===== config.mk =====
export PLATFORM = sky130hd
export DESIGN_NAME = csam_mult_flat
export DESIGN_NICKNAME = d
export VERILOG_FILES = /design/src/rtl/csam_pkg.sv /design/src/rtl/csam_if.sv /design/src/rtl/csam_fa.sv /design/src/rtl/csam_mult.sv /design/src/flat_wrapper.sv
export SDC_FILE = /design/constraint.sdc
export NUM_CORES = 1
export LEC_CHECK = 0
export BUFFER_PORTS_ARGS = -buffer_cell sky130_fd_sc_hd__buf_2
export CORE_ASPECT_RATIO = 1.1
export CORE_MARGIN = 2
export CORE_UTILIZATION = 55
export DETAILED_ROUTE_END_ITERATION = 16
export GPL_TIMING_DRIVEN = 0
export PLACE_DENSITY = 0.82
export REMOVE_ABC_BUFFERS = 1
export SLEW_MARGIN = 25
export SYNTH_ARGS = -nofsm -noshare
export SYNTH_HDL_FRONTEND = slang
export SYNTH_SLANG_ARGS = --single-unit

===== constraint.sdc =====
create_clock -name clk -period 20.5 [get_ports clk]
set_input_delay 0 -clock clk [delete_from_list [all_inputs] [get_ports clk]]
set_output_delay 0 -clock clk [all_outputs]
set_load 0.03 [all_outputs]

===== src/rtl/csam_pkg.sv =====
// Shared widths and Baugh-Wooley correction constants for the 16x12 signed carry-save multiplier.
// Constant-only package; no latency or flow control.
package csam_pkg;

    localparam int A_W = 16;
    localparam int B_W = 12;
    localparam int P_W = 28;

    // Columns that receive the constant 1s folding in the sign-row negations
    localparam int BW_COL_B = B_W - 1;
    localparam int BW_COL_A = A_W - 1;
    localparam int BW_COL_P = P_W - 1;

    localparam logic [P_W-1:0] BW_CONST = (P_W'(1) << BW_COL_B)
                                        | (P_W'(1) << BW_COL_A)
                                        | (P_W'(1) << BW_COL_P);

endpackage


===== src/rtl/csam_if.sv =====
// Operand/product bundle for csam_mult: a, b in; sum (comb) and sum_q (1 cycle) out.
// No handshake: operands are accepted every cycle, there is no backpressure.
interface csam_if;
    import csam_pkg::*;

    logic [A_W-1:0] a;
    logic [B_W-1:0] b;
    logic [P_W-1:0] sum;
    logic [P_W-1:0] sum_q;

    modport master (output a, output b, input sum, input sum_q);
    modport slave  (input a, input b, output sum, output sum_q);

endinterface


===== src/rtl/csam_fa.sv =====
// One-bit full adder cell used for both the carry-save grid and the final ripple row.
// Purely combinational; no flow control.
module csam_fa (
    input  logic i_a,
    input  logic i_b,
    input  logic i_cin,
    output logic o_s,
    output logic o_cout
);

    assign o_s    = i_a ^ i_b ^ i_cin;
    assign o_cout = (i_a & i_b) | (i_a & i_cin) | (i_b & i_cin);

endmodule


===== src/rtl/csam_mult.sv =====
// Signed 16x12 modified Baugh-Wooley carry-save array multiplier, full 28-bit product.
// Latency: sum combinational, sum_q one cycle; no backpressure, new operands every cycle.
module csam_mult
    import csam_pkg::*;
(
    input  logic    clk,
    input  logic    reset,
    csam_if.slave   bus
);

    logic [B_W-1:0][A_W-1:0] w_pp;
    logic [B_W-1:0][P_W-1:0] w_row;
    logic [B_W-1:0][P_W-1:0] w_s;
    logic [B_W-1:0][P_W-1:0] w_c;
    logic [B_W-1:1][P_W-2:0] w_maj;
    logic [P_W-1:0]          w_rc;
    logic [P_W-1:0]          w_sum;
    logic [P_W-1:0]          r_sum_q;

    genvar gi, gj, gk;

    // Sign-row and sign-column partial products are inverted, except the shared corner bit
    for (gj = 0; gj < B_W; gj++) begin : g_pp_row
        for (gi = 0; gi < A_W; gi++) begin : g_pp_bit
            localparam bit FLIP = (gi == A_W - 1) ^ (gj == B_W - 1);
            assign w_pp[gj][gi] = (bus.a[gi] & bus.b[gj]) ^ FLIP;
        end
        assign w_row[gj] = P_W'(w_pp[gj]) << gj;
    end

    assign w_s[0] = w_row[0];
    assign w_c[0] = BW_CONST;

    for (gj = 1; gj < B_W; gj++) begin : g_csa_row
        for (gk = 0; gk < P_W - 1; gk++) begin : g_csa_bit
            csam_fa u_fa (
                .i_a    (w_s[gj-1][gk]),
                .i_b    (w_c[gj-1][gk]),
                .i_cin  (w_row[gj][gk]),
                .o_s    (w_s[gj][gk]),
                .o_cout (w_maj[gj][gk])
            );
        end
        // Carry out of the top column falls outside the 28-bit modulus
        assign w_s[gj][P_W-1] = w_s[gj-1][P_W-1] ^ w_c[gj-1][P_W-1] ^ w_row[gj][P_W-1];
        assign w_c[gj]        = {w_maj[gj], 1'b0};
    end

    assign w_rc[0] = 1'b0;

    for (gk = 0; gk < P_W - 1; gk++) begin : g_cpa
        csam_fa u_fa (
            .i_a    (w_s[B_W-1][gk]),
            .i_b    (w_c[B_W-1][gk]),
            .i_cin  (w_rc[gk]),
            .o_s    (w_sum[gk]),
            .o_cout (w_rc[gk+1])
        );
    end
    assign w_sum[P_W-1] = w_s[B_W-1][P_W-1] ^ w_c[B_W-1][P_W-1] ^ w_rc[P_W-1];

    always_ff @(posedge clk) begin
        if (reset) begin
            r_sum_q <= '0;
        end else begin
            r_sum_q <= w_sum;
        end
    end

    assign bus.sum   = w_sum;
    assign bus.sum_q = r_sum_q;

endmodule


===== src/flat_wrapper.sv =====
// flat-port wrapper written by rule: the top's interface ports become plain ports
module csam_mult_flat import csam_pkg::*;
  (clk, reset, bus_a, bus_b, bus_sum, bus_sum_q);
  csam_if bus_i ();
  input  logic clk;
  input  logic reset;
  input wire logic [$bits(bus_i.a)-1:0] bus_a;
  input wire logic [$bits(bus_i.b)-1:0] bus_b;
  output wire logic [$bits(bus_i.sum)-1:0] bus_sum;
  output wire logic [$bits(bus_i.sum_q)-1:0] bus_sum_q;
  assign bus_i.a = bus_a;
  assign bus_i.b = bus_b;
  assign bus_sum = bus_i.sum;
  assign bus_sum_q = bus_i.sum_q;
  csam_mult u_core (.clk(clk), .reset(reset), .bus(bus_i));
endmodule

==> impl_metrics.toml, run 1 <==
[run_status]
result_of_the_run = "complete, no violations"

[synth]
synth_largest_area_cell = "sky130_fd_sc_hd__fa_1"
post_synth_inst_count = 557
ys_top_cells_by_count = "sky130_fd_sc_hd__fa_1, sky130_fd_sc_hd__nand2_1, sky130_fd_sc_hd__inv_1, sky130_fd_sc_hd__and2_1, sky130_fd_sc_hd__buf_4"
most_frequent_cell_after_synthesis = "sky130_fd_sc_hd__fa_1"
syn_area_per_cell_um2 = 10.3
syn_area_um2 = 5730
synth-edff-count = 0
synthTopCellsByArea = "sky130_fd_sc_hd__fa_1, sky130_fd_sc_hd__nand2_1, sky130_fd_sc_hd__dfxtp_1"
yosysWarnings = 0
synth_top_flop_cell = "sky130_fd_sc_hd__dfxtp_1"
netlist.area_leader.share_pct = 57.3
postSynth.asyncResetShare_pct = 0
synth_cell_type_count = 14
seq_area_frac_synth_pct = 9.79
synth-seq-cells = 28

[critical_path]
setup.worst_path.class = "in -> out"
cell_type_with_the_highest_occurrence_count_on_the_critical_path = "sky130_fd_sc_hd__fa_1"
worstPathMaxFanout = 17
timing.critical_path.to_type = "output port"
timing.critical_path.buf_inv = 6
worst_setup_path_startpoint = "bus_b[0]"
timing.critical_path.max_delay_family = "adder cells"
critical-path-max-stage-delay_ns = 0.54
arrival_ns = 12.47
cpMaxStageDelayCell = "sky130_fd_sc_hd__fa_1"
worst_setup_path_start_kind = "input pin"
worstPathRequired_ns = 20.50

[cells_and_area]
areaGrowthSynthToFinish_pct = 4.72
nets = 799
filler_cell_count = 853
layout-drive-gt1-share_pct = 16.7
antenna-diode-count = 0
stdcell_area_um2 = 6000
largest_reg_flops = 28
stdcell_count = 711

[detailed_routing]
dr_wl_met3_um = 328
vias_per_cell = 5.12
wl_cell_um = 13.2
drt_pre_antenna_iters = 4
top_layer = "met4"
met2_wire_len_um = 5430
wirelength_um = 9360
detail-route-antenna-nets = 0
detail_route.wirelength.met1_um = 3430
drt_first_iter_violations = 74
detail_route.drc_violations = 0
number_of_vias_after_detailed_routing = 3641

[global_route]
wire_length_of_the_first_global_routing_pass_um = 16200
number_of_antenna_violations_at_the_first_check_in_global_routing = 0
largest_net_degree_at_the_start_of_global_routing = 29
globalRoute.totalOverflow = 0
grt_use_total_pct = 17.7
number_of_global_route_vias_before_repair = 3891

[sta]
final_hold_slack_ns = 0.155
setup_viol = 0
finalCriticalPeriod_ns = 12.47
slew_viol_final = 0
final_min_period_over_clock_period_pct = 60.9
final_hold_viol_count = 0
finalSetupTns_ns = 0
relSlewSlack_pct = 61.2
setup_repair_after_global_routing_missed_its_margin = "false"
pin_slew_with_the_least_headroom_to_its_limit_ns = 0.582
clock.fmax_ghz = 0.0802

[placement]
place.detailed.instances = 707
finalWeightedCongestion = 0.795
placement.cell_area_um2 = 5890
half_perimeter_wire_length_after_placement_um = 8310
portBuffers = 85

[cts]
cts_tree = "built"
cts_post_setup_buffers_inserted = 0
cts_repair_resizes = 0
cts.path.max_buffers = 2
numCtsBuffers = 3
path_clk_slew_ns = 0.06
cts_hold_buffers = 0
cts.htree.levels = 1
clockRootBuffer = "sky130_fd_sc_hd__clkbuf_16"
clkSinkCount = 28

[floorplanning]
placement_rows = 39
floorplan.die.width_um = 101
core_region_area_um2 = 10200
fp.dieH_um = 111
floorplan.initialDensity_pct = 55.9
io_pins = 86
design.die.area_um2 = 11200

[worst_hold_path]
worst_hold_startpoint = "bus_a[0]"
worst_hold_path_type = "in -> reg"

[run]
drv_cap = 0
-- per-stage QoR --
step	util, %	setup slack [ns]
after floorplan	-	8.51
after global placement	57.5	8.09
after detailed placement	57.5	7.95
after CTS	58.5	7.94
after global routing	58.5	7.51
final	58.5	8.03
-- per-layer routing --
layer | global-route usage (%) | up-vias
met5 | 0 | -
met4 | 4.05 | 0
met3 | 2.59 | 19
met2 | 34.0 | 78
met1 | 20.3 | 1910
li1 | - | 1634
-- cell families (layout without fill, tap and decap cells) --
| family | after synthesis | count (layout) | share of synthesized area [%] |
|---|---|---|---|
| adder cells (fa/ha/maj) | 180 | 180 | 60.8 |
| buffers and inverters | 129 | 160 | 11.9 |
| flip-flops | 28 | 28 | 9.79 |
| AND/OR/NAND/NOR | 220 | 220 | 17.5 |
-- placed cells by master, fill, tap and decap left out, types with 3 or more instances in the layout --
master and instances:
sky130_fd_sc_hd__nor2b_1 9, sky130_fd_sc_hd__buf_2 85, sky130_fd_sc_hd__dfxtp_1 28, sky130_fd_sc_hd__nor2b_2 9
sky130_fd_sc_hd__inv_1 71, sky130_fd_sc_hd__nor2_1 9, sky130_fd_sc_hd__clkbuf_16 3, sky130_fd_sc_hd__fa_1 164
sky130_fd_sc_hd__nand2_1 151, sky130_fd_sc_hd__and2_1 41, sky130_fd_sc_hd__ha_1 16
-- path summary, 6_finish.rpt --
path / endpoint / slack (ns) / cells past startpoint
max: bus_sum[26] / 8.03 / 33
min: u_core.bus.sum_q[0] / 0.15 / 2
-- layout make-up --
class / count / area (um^2) / area share, %
sequential: 28 / 561 / 9.35
timing repair buffer: 85 / 425 / 7.10
clock buffer: 3 / 75.1 / 1.25
clock inverter: 1 / 30.0 / 0.501
inverter: 71 / 267 / 4.44
multi-input combinational: 400 / 4480 / 74.8
tap: 123 / 154 / 2.57
Power of run 1 is left out: the tool's default activity adds up to more than one toggle a clock period on the data nets, which glitch-free logic cannot reach.
==> run 2, diff against run 1 <==
- ABC_AREA: default -> 1
- clock period: 20.5 -> 12.2 ns (I/O delays scaled with it)
==> run 2 against run 1 <==
Flip-flop and latch count unchanged. Synthesized area grew 2.6%. Critical path depth up 1. Cell count grew 11%. Non-clock buffer count is the same. Clock-buffer cell count unchanged. Hold slack lost 0.099 ns. Global-route usage rose by 1.6 points. Die area increased by 2.5%. Setup slack got worse by 7.6 ns.
==> impl_metrics.toml, run 2 <==
[synth]
seq_area_frac_synth_pct = 9.54
synth_top_flop_cell = "sky130_fd_sc_hd__dfxtp_1"
synth_cell_type_count = 11
syn_area_per_cell_um2 = 9.35
most_frequent_cell_after_synthesis = "sky130_fd_sc_hd__nand2_1"
synth_largest_area_cell = "sky130_fd_sc_hd__fa_1"
synthTopCellsByArea = "sky130_fd_sc_hd__fa_1, sky130_fd_sc_hd__nand2_1, sky130_fd_sc_hd__dfxtp_1"
synth-edff-count = 0
post_synth_inst_count = 628
ys_top_cells_by_count = "sky130_fd_sc_hd__nand2_1, sky130_fd_sc_hd__fa_1, sky130_fd_sc_hd__inv_1, sky130_fd_sc_hd__buf_4, sky130_fd_sc_hd__dfxtp_1"
syn_area_um2 = 5870
netlist.area_leader.share_pct = 55.9
synth-seq-cells = 28
postSynth.asyncResetShare_pct = 0
yosysWarnings = 0

[cells_and_area]
stdcell_area_um2 = 6110
largest_reg_flops = 28
utilization_pct = 58.8
areaGrowthSynthToFinish_pct = 4.03
antenna-diode-count = 0
multiInputGateArea_um2 = 4330
regArea_um2 = 561
layout_common_cells = "sky130_fd_sc_hd__nand2_1, sky130_fd_sc_hd__fa_1, sky130_fd_sc_hd__inv_1, sky130_fd_sc_hd__buf_2, sky130_fd_sc_hd__dfxtp_1"
layout.cells.most_common = "sky130_fd_sc_hd__nand2_1"
layout-drive-gt1-share_pct = 15.1
filler_cell_count = 887
nets = 858

[critical_path]
setup.worst_path.class = "in -> out"
worstPathRequired_ns = 12.20
cell_type_with_the_highest_occurrence_count_on_the_critical_path = "sky130_fd_sc_hd__fa_1"
timing.critical_path.to_type = "output port"
arrival_ns = 11.81
worstPathMaxFanout = 12
critical-path-max-stage-delay_ns = 0.57
cpMaxStageDelayCell = "sky130_fd_sc_hd__fa_1"
worst_setup_path_start_kind = "input pin"

[detailed_routing]
number_of_vias_after_detailed_routing = 3828
detail_route.wirelength.met1_um = 3400
detail-route-antenna-nets = 0
drt_first_iter_violations = 94
met2_wire_len_um = 5650
dr_wl_met3_um = 476
vias_per_cell = 4.85
wirelength_um = 9670
drt_pre_antenna_iters = 4
wl_cell_um = 12.2
detail_route.drc_violations = 0
top_layer = "met4"

[sta]
final_hold_slack_ns = 0.0558
setup_viol = 0
final_min_period_over_clock_period_pct = 96.8
pin_slew_with_the_least_headroom_to_its_limit_ns = 0.482
final_hold_viol_count = 0
setup_repair_after_global_routing_missed_its_margin = "false"
clock.fmax_ghz = 0.0847
finalCriticalPeriod_ns = 11.81
slew_viol_final = 0
relSlewSlack_pct = 67.9

[floorplanning]
io_pins = 86
floorplan.die.width_um = 103
core_region_area_um2 = 10400
floorplan.initialDensity_pct = 56.5
design.die.area_um2 = 11500
fp.dieH_um = 112
placement_rows = 39

[cts]
numCtsBuffers = 3
cts_tree = "built"
clockRootBuffer = "sky130_fd_sc_hd__clkbuf_16"
cts.htree.levels = 1
cts_post_setup_buffers_inserted = 0
cts.path.max_buffers = 2
clkSinkCount = 28
path_clk_slew_ns = 0.07

[run]
drv_cap = 0

[placement]
portBuffers = 85
placement.cell_area_um2 = 5960
half_perimeter_wire_length_after_placement_um = 8640
finalWeightedCongestion = 0.784

[worst_hold_path]
worst_hold_startpoint = "bus_b[0]"
worst_hold_path_type = "in -> reg"
hold_path_end = "u_core.bus.sum_q[0]"
hold_path_depth = 3

[run_status]
result_of_the_run = "complete, no violations"

[global_route]
largest_net_degree_at_the_start_of_global_routing = 29
number_of_antenna_violations_at_the_first_check_in_global_routing = 0
wire_length_of_the_first_global_routing_pass_um = 17800
grt_use_total_pct = 19.3
number_of_global_route_vias_before_repair = 4373
globalRoute.totalOverflow = 0
-- run 2: cell count changes after synthesis, moves of 10 or more --
cell / previous run / this run
sky130_fd_sc_hd__nor2_1: 9 / 27
sky130_fd_sc_hd__clkbuf_2: 0 / 10
sky130_fd_sc_hd__buf_6: 3 / 14
sky130_fd_sc_hd__nand2_1: 151 / 192
sky130_fd_sc_hd__and2_1: 41 / 0
sky130_fd_sc_hd__inv_1: 71 / 130
-- run 2: kinds of logic after synthesis --
family | count (synthesis) | share of synthesized area (%)
buffers and inverters | 200 | 17.0
AND/OR/NAND/NOR | 220 | 14.1
flip-flops | 28 | 9.54
adder cells (fa/ha/maj) | 180 | 59.3
-- run 2: per-layer routing --
metal	global-route usage (%)	vias to the layer above
met5	0	-
met4	4.80	0
met2	38.4	93
met1	20.3	1982
li1	-	1740
met3	3.11	13
-- run 2: timing repair --
action | CTS | global route
resized for setup | 6 | 9
endpoints found under the setup margin | 2 | 3
pin swaps | 3 | 8
hold buffers | 0 | 0
-- run 2: area by class of cell --
cell class | instances | area share, %
repair buffers | 85 | 7.29
clock inverters | 1 | 0.492
inverters | 130 | 7.99
well taps | 143 | 2.93
multi-input cells | 400 | 70.9
clock buffers | 3 | 1.23
flip-flops and latches | 28 | 9.17
-- run 2: worst max-delay path: cells and delay by family --
| kind | cells | cell delay (ns) |
|---|---|---|
| adders and majority gates | 26 | 11.10 |
| buffers and inverters | 7 | 0.60 |
| and+or+nand+nor | 1 | 0.09 |
-- run 2: how the worst max path moves through the flow --
stage,start,endpoint,slack [ns],depth (start not counted)
after floorplan,bus_a[12],bus_sum[26],0.28,32
after global placement,bus_b[0],bus_sum[26],-0.19,34
after detailed placement,bus_b[0],bus_sum[26],-0.33,34
after CTS,bus_a[10],bus_sum[26],0.04,32
after global routing,bus_a[12],bus_sum[26],0.02,34
final,bus_a[12],bus_sum[26],0.39,34
-- run 2: through the flow --
step	TNS [ns]	std cells	worst slack, ns
2_1_floorplan	0	558	0.279
3_3_place_gp	-0.287	786	-0.188
3_5_place_dp	-0.655	786	-0.333
4_1_cts	0	790	0.0402
5_1_grt	0	790	0.0195
6_report	0	790	0.393
Power of run 2 is left out for the same reason.
